--- config.mk ---
export PLATFORM = sky130hd
export DESIGN_NAME = mem_line_master
export DESIGN_NICKNAME = d
export VERILOG_FILES = /design/src/rtl/mem_line_pkg.sv /design/src/rtl/mem_wbuf.sv /design/src/rtl/mem_line_master.sv
export SDC_FILE = /design/constraint.sdc
export NUM_CORES = 1
export LEC_CHECK = 0
export CAP_MARGIN = 30
export CORE_ASPECT_RATIO = 1.75
export CORE_MARGIN = 1
export CORE_UTILIZATION = 30
export DETAILED_ROUTE_END_ITERATION = 8
export PLACE_DENSITY = 0.54
export SLEW_MARGIN = 25
export SYNTH_ARGS = -nofsm -noshare
export SYNTH_HDL_FRONTEND = slang
export SYNTH_SLANG_ARGS = --single-unit
--- constraint.sdc ---
create_clock -name clk -period 20 [get_ports clk]
set_input_delay 5 -clock clk [delete_from_list [all_inputs] [get_ports clk]]
set_output_delay 5 -clock clk [all_outputs]
set_load 0.01 [all_outputs]
--- src/rtl/mem_line_pkg.sv ---
// Shared types and default widths for the cache-side line memory initiator.
package mem_line_pkg;

    localparam int unsigned DefAddrW = 28;
    localparam int unsigned DefLineW = 128;

    // Memory-side FSM: idle, waiting on a line fill, waiting on a write drain.
    typedef enum logic [1:0] {
        StIdle   = 2'd0,
        StRdWait = 2'd1,
        StWrWait = 2'd2
    } state_e;

    // One cache-side line request.
    typedef struct packed {
        logic                wr;
        logic [DefAddrW-1:0] addr;
        logic [DefLineW-1:0] wdata;
    } line_req_t;

endpackage

--- src/rtl/mem_wbuf.sv ---
// Single-entry posted write buffer with address compare for read forwarding.
module mem_wbuf
    import mem_line_pkg::*;
#(
    parameter int unsigned ADDR_W = DefAddrW,
    parameter int unsigned LINE_W = DefLineW
) (
    input  logic              clk_i,
    input  logic              rst_i,
    input  logic              fill_i,
    input  logic              clear_i,
    input  logic [ADDR_W-1:0] fill_addr_i,
    input  logic [LINE_W-1:0] fill_data_i,
    input  logic [ADDR_W-1:0] cmp_addr_i,
    output logic              wb_valid_o,
    output logic              wb_hit_o,
    output logic [ADDR_W-1:0] wb_addr_o,
    output logic [LINE_W-1:0] wb_data_o
);

    logic              valid_q, valid_d;
    logic [ADDR_W-1:0] addr_q, addr_d;
    logic [LINE_W-1:0] data_q, data_d;

    // Next-state: fill only happens when empty, clear only when full.
    always_comb begin
        valid_d = valid_q;
        addr_d  = addr_q;
        data_d  = data_q;
        if (fill_i) begin
            valid_d = 1'b1;
            addr_d  = fill_addr_i;
            data_d  = fill_data_i;
        end else if (clear_i) begin
            valid_d = 1'b0;
        end
    end

    // Buffer state register.
    always_ff @(posedge clk_i or posedge rst_i) begin
        if (rst_i) begin
            valid_q <= 1'b0;
            addr_q  <= '0;
            data_q  <= '0;
        end else begin
            valid_q <= valid_d;
            addr_q  <= addr_d;
            data_q  <= data_d;
        end
    end

    assign wb_valid_o = valid_q;
    assign wb_hit_o   = valid_q && (cmp_addr_i == addr_q);
    assign wb_addr_o  = addr_q;
    assign wb_data_o  = data_q;

endmodule

--- src/rtl/mem_line_master.sv ---
// Cache-side initiator for the slow line memory with a posted write buffer.
module mem_line_master
    import mem_line_pkg::*;
#(
    parameter int unsigned ADDR_W = DefAddrW,
    parameter int unsigned LINE_W = DefLineW
) (
    input  logic              clk,
    input  logic              rst,
    input  logic              req_valid,
    input  logic              req_wr,
    input  logic [ADDR_W-1:0] req_addr,
    input  logic [LINE_W-1:0] req_wdata,
    output logic              req_ready,
    output logic              rsp_valid,
    output logic [LINE_W-1:0] rsp_rdata,
    output logic              mem_read,
    output logic              mem_write,
    output logic [ADDR_W-1:0] mem_addr,
    output logic [LINE_W-1:0] mem_wdata,
    input  logic [LINE_W-1:0] mem_rdata,
    input  logic              mem_ready
);

    state_e            state_q, state_d;
    logic              rd_pend_q, rd_pend_d;
    logic [ADDR_W-1:0] rd_addr_q, rd_addr_d;
    logic              mem_read_q, mem_read_d;
    logic              mem_write_q, mem_write_d;
    logic [ADDR_W-1:0] mem_addr_q, mem_addr_d;
    logic [LINE_W-1:0] mem_wdata_q, mem_wdata_d;
    logic              rsp_valid_q, rsp_valid_d;
    logic [LINE_W-1:0] rsp_rdata_q, rsp_rdata_d;

    logic              wb_valid, wb_hit;
    logic [ADDR_W-1:0] wb_addr;
    logic [LINE_W-1:0] wb_data;
    logic              wr_acc, rd_acc, rd_hit, rd_miss, wb_clear;

    // Reads are held off while one is in flight, pending or still being reported.
    always_comb begin
        if (req_wr) begin
            req_ready = !wb_valid;
        end else begin
            req_ready = !rd_pend_q && (state_q != StRdWait) && !rsp_valid_q;
        end
    end

    assign wr_acc   = req_valid && req_ready && req_wr;
    assign rd_acc   = req_valid && req_ready && !req_wr;
    assign rd_hit   = rd_acc && wb_hit;
    assign rd_miss  = rd_acc && !wb_hit;
    assign wb_clear = (state_q == StWrWait) && mem_ready;

    mem_wbuf #(
        .ADDR_W (ADDR_W),
        .LINE_W (LINE_W)
    ) u_wbuf (
        .clk_i       (clk),
        .rst_i       (rst),
        .fill_i      (wr_acc),
        .clear_i     (wb_clear),
        .fill_addr_i (req_addr),
        .fill_data_i (req_wdata),
        .cmp_addr_i  (req_addr),
        .wb_valid_o  (wb_valid),
        .wb_hit_o    (wb_hit),
        .wb_addr_o   (wb_addr),
        .wb_data_o   (wb_data)
    );

    // Next-state and registered memory/response outputs; read work beats a buffered write.
    always_comb begin
        state_d     = state_q;
        rd_pend_d   = rd_pend_q;
        rd_addr_d   = rd_addr_q;
        mem_read_d  = mem_read_q;
        mem_write_d = mem_write_q;
        mem_addr_d  = mem_addr_q;
        mem_wdata_d = mem_wdata_q;
        rsp_valid_d = 1'b0;
        rsp_rdata_d = rsp_rdata_q;

        if (rd_hit) begin
            rsp_valid_d = 1'b1;
            rsp_rdata_d = wb_data;
        end

        unique case (state_q)
            StIdle: begin
                if (rd_pend_q) begin
                    // rd_pend stays set until the fill completes.
                    state_d    = StRdWait;
                    mem_read_d = 1'b1;
                    mem_addr_d = rd_addr_q;
                end else if (rd_miss) begin
                    state_d    = StRdWait;
                    mem_read_d = 1'b1;
                    mem_addr_d = req_addr;
                end else if (wb_valid) begin
                    state_d     = StWrWait;
                    mem_write_d = 1'b1;
                    mem_addr_d  = wb_addr;
                    mem_wdata_d = wb_data;
                end
            end
            StRdWait: begin
                if (mem_ready) begin
                    state_d     = StIdle;
                    mem_read_d  = 1'b0;
                    rd_pend_d   = 1'b0;
                    rsp_valid_d = 1'b1;
                    rsp_rdata_d = mem_rdata;
                end
            end
            StWrWait: begin
                // A miss arriving during a drain waits for the next idle cycle.
                if (rd_miss) begin
                    rd_pend_d = 1'b1;
                    rd_addr_d = req_addr;
                end
                if (mem_ready) begin
                    state_d     = StIdle;
                    mem_write_d = 1'b0;
                end
            end
            default: begin
                state_d = StIdle;
            end
        endcase
    end

    // State register; reset drops the memory request lines without a clock.
    always_ff @(posedge clk or posedge rst) begin
        if (rst) begin
            state_q     <= StIdle;
            rd_pend_q   <= 1'b0;
            rd_addr_q   <= '0;
            mem_read_q  <= 1'b0;
            mem_write_q <= 1'b0;
            mem_addr_q  <= '0;
            mem_wdata_q <= '0;
            rsp_valid_q <= 1'b0;
            rsp_rdata_q <= '0;
        end else begin
            state_q     <= state_d;
            rd_pend_q   <= rd_pend_d;
            rd_addr_q   <= rd_addr_d;
            mem_read_q  <= mem_read_d;
            mem_write_q <= mem_write_d;
            mem_addr_q  <= mem_addr_d;
            mem_wdata_q <= mem_wdata_d;
            rsp_valid_q <= rsp_valid_d;
            rsp_rdata_q <= rsp_rdata_d;
        end
    end

    assign mem_read  = mem_read_q;
    assign mem_write = mem_write_q;
    assign mem_addr  = mem_addr_q;
    assign mem_wdata = mem_wdata_q;
    assign rsp_valid = rsp_valid_q;
    assign rsp_rdata = rsp_rdata_q;

endmodule

==> flow_metrics.env <==
export IMPL_status="finished clean"
export IMPL_remaining_drc_errors=0
export IMPL_number_of_drc_markers_in_iteration_0=589
export IMPL_worst_setup_path_end_kind="output pin"
export IMPL_timing_critical_path_to="req_ready"
export IMPL_synthesis_nets=1767
export IMPL_timing_critical_path_depth=4
export IMPL_crit_path_max_fanout=4
export IMPL_synth_top_cell_area_share_pct=60.20
export IMPL_detail_route_wl_per_cell_um=21.95
export IMPL_slew_limit_headroom_pct=36.19
export IMPL_worst_setup_path_start_kind="primary input"
export IMPL_power_static_leakage_nw=12.53
export IMPL_synth_top_area_cell="dfrtp_1"
export IMPL_tritoncts="built"
export IMPL_asyncSetResetFlopFracSynth_pct=100.0
export IMPL_final_min_clock_period_ns=11.48
export IMPL_cts_htree_levels=2
export IMPL_timing_critical_path_arrival_ns=6.48
export IMPL_ctsHoldBuffers=0
export IMPL_max_freq_ghz=0.08709
export IMPL_reg2reg_setup_slack_ns=16.26
export IMPL_postCtsSetupRepairBufs=0
export IMPL_post_cts_resized=0
export IMPL_hold_path_class="flip-flop to flip-flop"
export IMPL_ant_nets=0
export IMPL_rr_worst_depth=8
export IMPL_post_route_period_util_pct=57.41
export IMPL_hold_viol=0
export IMPL_boundaryPins=577
export IMPL_crit_path_frequent_cell="clkdlybuf4s50_1"
export IMPL_num_nets_final=2325
export IMPL_worst_slew_pin_slew_ns=0.9571
export IMPL_fin_worst_hold_slack_ns=0.4819
export IMPL_netlist_instances=1475
export IMPL_pin_count_of_the_biggest_net_entering_global_routing=139
export IMPL_synth_edf_count=0
export IMPL_fin_total_pwr_w=0.004384
export IMPL_r2r_end="mem_wdata[90]"
export IMPL_cp_buffers_inverters=2
export IMPL_total_detailed_routing_wirelength_um=63650
export IMPL_first_global_vias=15000
export IMPL_die_h_um=341.4
export IMPL_gr_usage_all_layers_pct=18.93
export IMPL_fin_worst_skew_ns=0.01429
export IMPL_critical_path_cell_chain="clkdlybuf4s50_1 > nor4_1 > a21o_1 > clkdlybuf4s50_1"
export IMPL_most_frequent_cell_after_synthesis="dfrtp_1"
export IMPL_fp_row_count=124
export IMPL_io_buffer_count=576
export IMPL_worst_path_max_delay_cell="clkdlybuf4s50_1"
export IMPL_cts_sink_count=475
export IMPL_number_of_antenna_violations_at_the_first_check_in_global_routing=13
export IMPL_critPathLaunch="req_wr"
export IMPL_vdd_ir_drop_worst_mv=0.08743
export IMPL_timing_max_transition_violations_final=0
export IMPL_grt_first_pass_wirelength_um=96080
export IMPL_die_wd_um=195.9
export IMPL_share_of_the_core_filled_with_cells_in_the_final_layout_pct=43.03
export IMPL_synth_seq_cells=475
export IMPL_r2r_start="u_wbuf.wb_addr_o[13]"
export IMPL_cts_bufs_inserted=49
export IMPL_post_synth_most_frequent_cells="475 x dfrtp_1, 189 x mux2_2, 156 x mux2i_1"
export IMPL_final_setup_viol_count=0
export IMPL_clk_path_buf_depth=3
export IMPL_ys_warnings_count=0
export IMPL_globalRoute_totalOverflow=0
export IMPL_first_pass_iters=5
export IMPL_area_growth_syn_to_layout_pct=42.00
export IMPL_worstHoldStart="mem_wdata[54]"
export IMPL_cp_data_required_time_ns=15.00
export IMPL_grt_setup_unrepaired="no"
export IMPL_synth_avg_cell_area_um2=13.39
export IMPL_clkLatencyLatePin_ns=0.58
export IMPL_postPlaceCellArea_um2=26350
export IMPL_initial_util_pct=30.30
export IMPL_max_cap_violations=0
export IMPL_routabilityCongestion=0.8271
export IMPL_post_route_cell_area_um2=28040
export IMPL_detailedPlacementHpwl_um=45020
export IMPL_clockRootBuffer="clkbuf_16"
export IMPL_average_vias_per_placed_instance=4.836
export IMPL_dieArea_um2=66890
export IMPL_timing_worst_setup_path_type="primary input to output pin"
export IMPL_routed_via_count=14020
export IMPL_clkSlewWorstSetupHoldPaths_ns=0.06
export IMPL_synth_top_flop_cell="dfrtp_1"
export IMPL_totalNegativeSetupSlack_ns=0
export IMPL_core_area_um2=65160
export IMPL_power_density_nw_per_um2=156.4
export IMPL_final_layout_size_suffix_gt1_share_pct=14.69
export IMPL_synth_top_cells_by_area="dfrtp_1 60%, mux2_2 11%, mux2i_1 7.9%"
export IMPL_crit_path_max_incr_delay_ns=0.53
export IMPL_critical_path_top_delay_family="buffers and inverters"
export IMPL_yosysSeqAreaShare_pct=60.20
export IMPL_synthDistinctLibCells=37
export IMPL_netlist_area_before_placement_um2=19750
## cells in the final DEF, fill, tap and decap left out, types with 2 or more instances in the layout
cell	instances
clkinv_2	6
clkdlybuf4s50_1	576
clkbuf_1	9
nand3b_1	2
nor4_4	2
dfrtp_1	474
nand3_1	57
nand4_1	3
ha_1	3
buf_16	2
buf_12	2
clkbuf_16	49
xor2_1	23
mux2i_1	156
xnor2_1	5
o211ai_1	28
nor4_1	8
nand2_1	136
mux2_1	122
buf_4	17
o21ai_0	137
a21o_1	2
inv_1	9
clkbuf_8	21
buf_6	4
or4_1	2
nor3_1	2
mux2_2	189
nor2_1	3
diode_2	11
a21oi_1	2
## report_power, final
part / switching, W / leakage [nW] / internal (W)
sequential: 0.000316 / 5.79 / 0.00143
combinational: 0.000765 / 5.93 / 0.000946
clock: 0.000385 / 0.808 / 0.000540
total: 0.00147 / 12.5 / 0.00292
## worst reg2reg max path, delay by kind of cell, from the launching register on
kind,cells,cell delay (ns)
muxes,1,0.43
and+or+nand+nor,3,1.17
xor gates and xnor gates,1,0.19
AOI/OAI and AO/OA,1,0.18
DFF,1,0.40
buffers and inverters,2,1.24
## metal layers
metal  track usage [%]  vias up  wire length [um]
met3             5.135      113              4451
li1                  -     6350                 -
met2             33.18      523             32560
met4             8.822        6              2603
met5                 0        -                37
met1             21.22     7032             23990
## cells by family after synthesis
| group | Yosys count | synth area share, % |
|---|---|---|
| buf+inv | 104 | 2.623 |
| fa+ha+maj | 3 | 0.1901 |
| compound gates | 178 | 5.088 |
| flops | 475 | 60.20 |
| simple gates | 220 | 5.018 |
| mux | 467 | 25.64 |
| xor+xnor | 28 | 1.242 |
## metrics by stage
stage	cells	setup WS, ns
global route	2899	8.460
CTS	2888	8.510
detailed placement	2800	8.519
finish	2900	8.518
global placement	2797	8.480
floorplan	1475	1.749
## how the worst min path moves through the flow
stage                                end  slack [ns]  cells past startpoint
after floorplan             rd_addr_q[0]        0.46                      1
after global placement     mem_wdata[12]        0.47                      1
after detailed placement  mem_wdata[103]        0.47                      1
after CTS                  mem_wdata[72]        0.49                      1
after global routing       mem_wdata[72]        0.50                      1
final                      mem_wdata[54]        0.48                      1
## state kept, by name, summed over array words and instances, names as in the netlist
signal and count:
rd_addr_q 28, u_wbuf.wb_data_o 128, mem_write 1, rsp_valid 1, u_wbuf.wb_valid_o 1, mem_wdata 128, mem_addr 28, u_wbuf.wb_addr_o 28
rsp_rdata 128, mem_read 1, state_q 2, rd_pend_q 1
## area by class of cell
class | count | area (um2)
sequential | 475 | 11890
fill | 6160 | 37120
clock inverter | 9 | 76.32
antenna | 11 | 27.53
tap | 819 | 1025
clock buffer | 79 | 1549
timing repair buffer | 601 | 6033
multi-input combinational | 896 | 7391
inverter | 10 | 50.05
No activity file was read; power rests on OpenSTA's default activity.
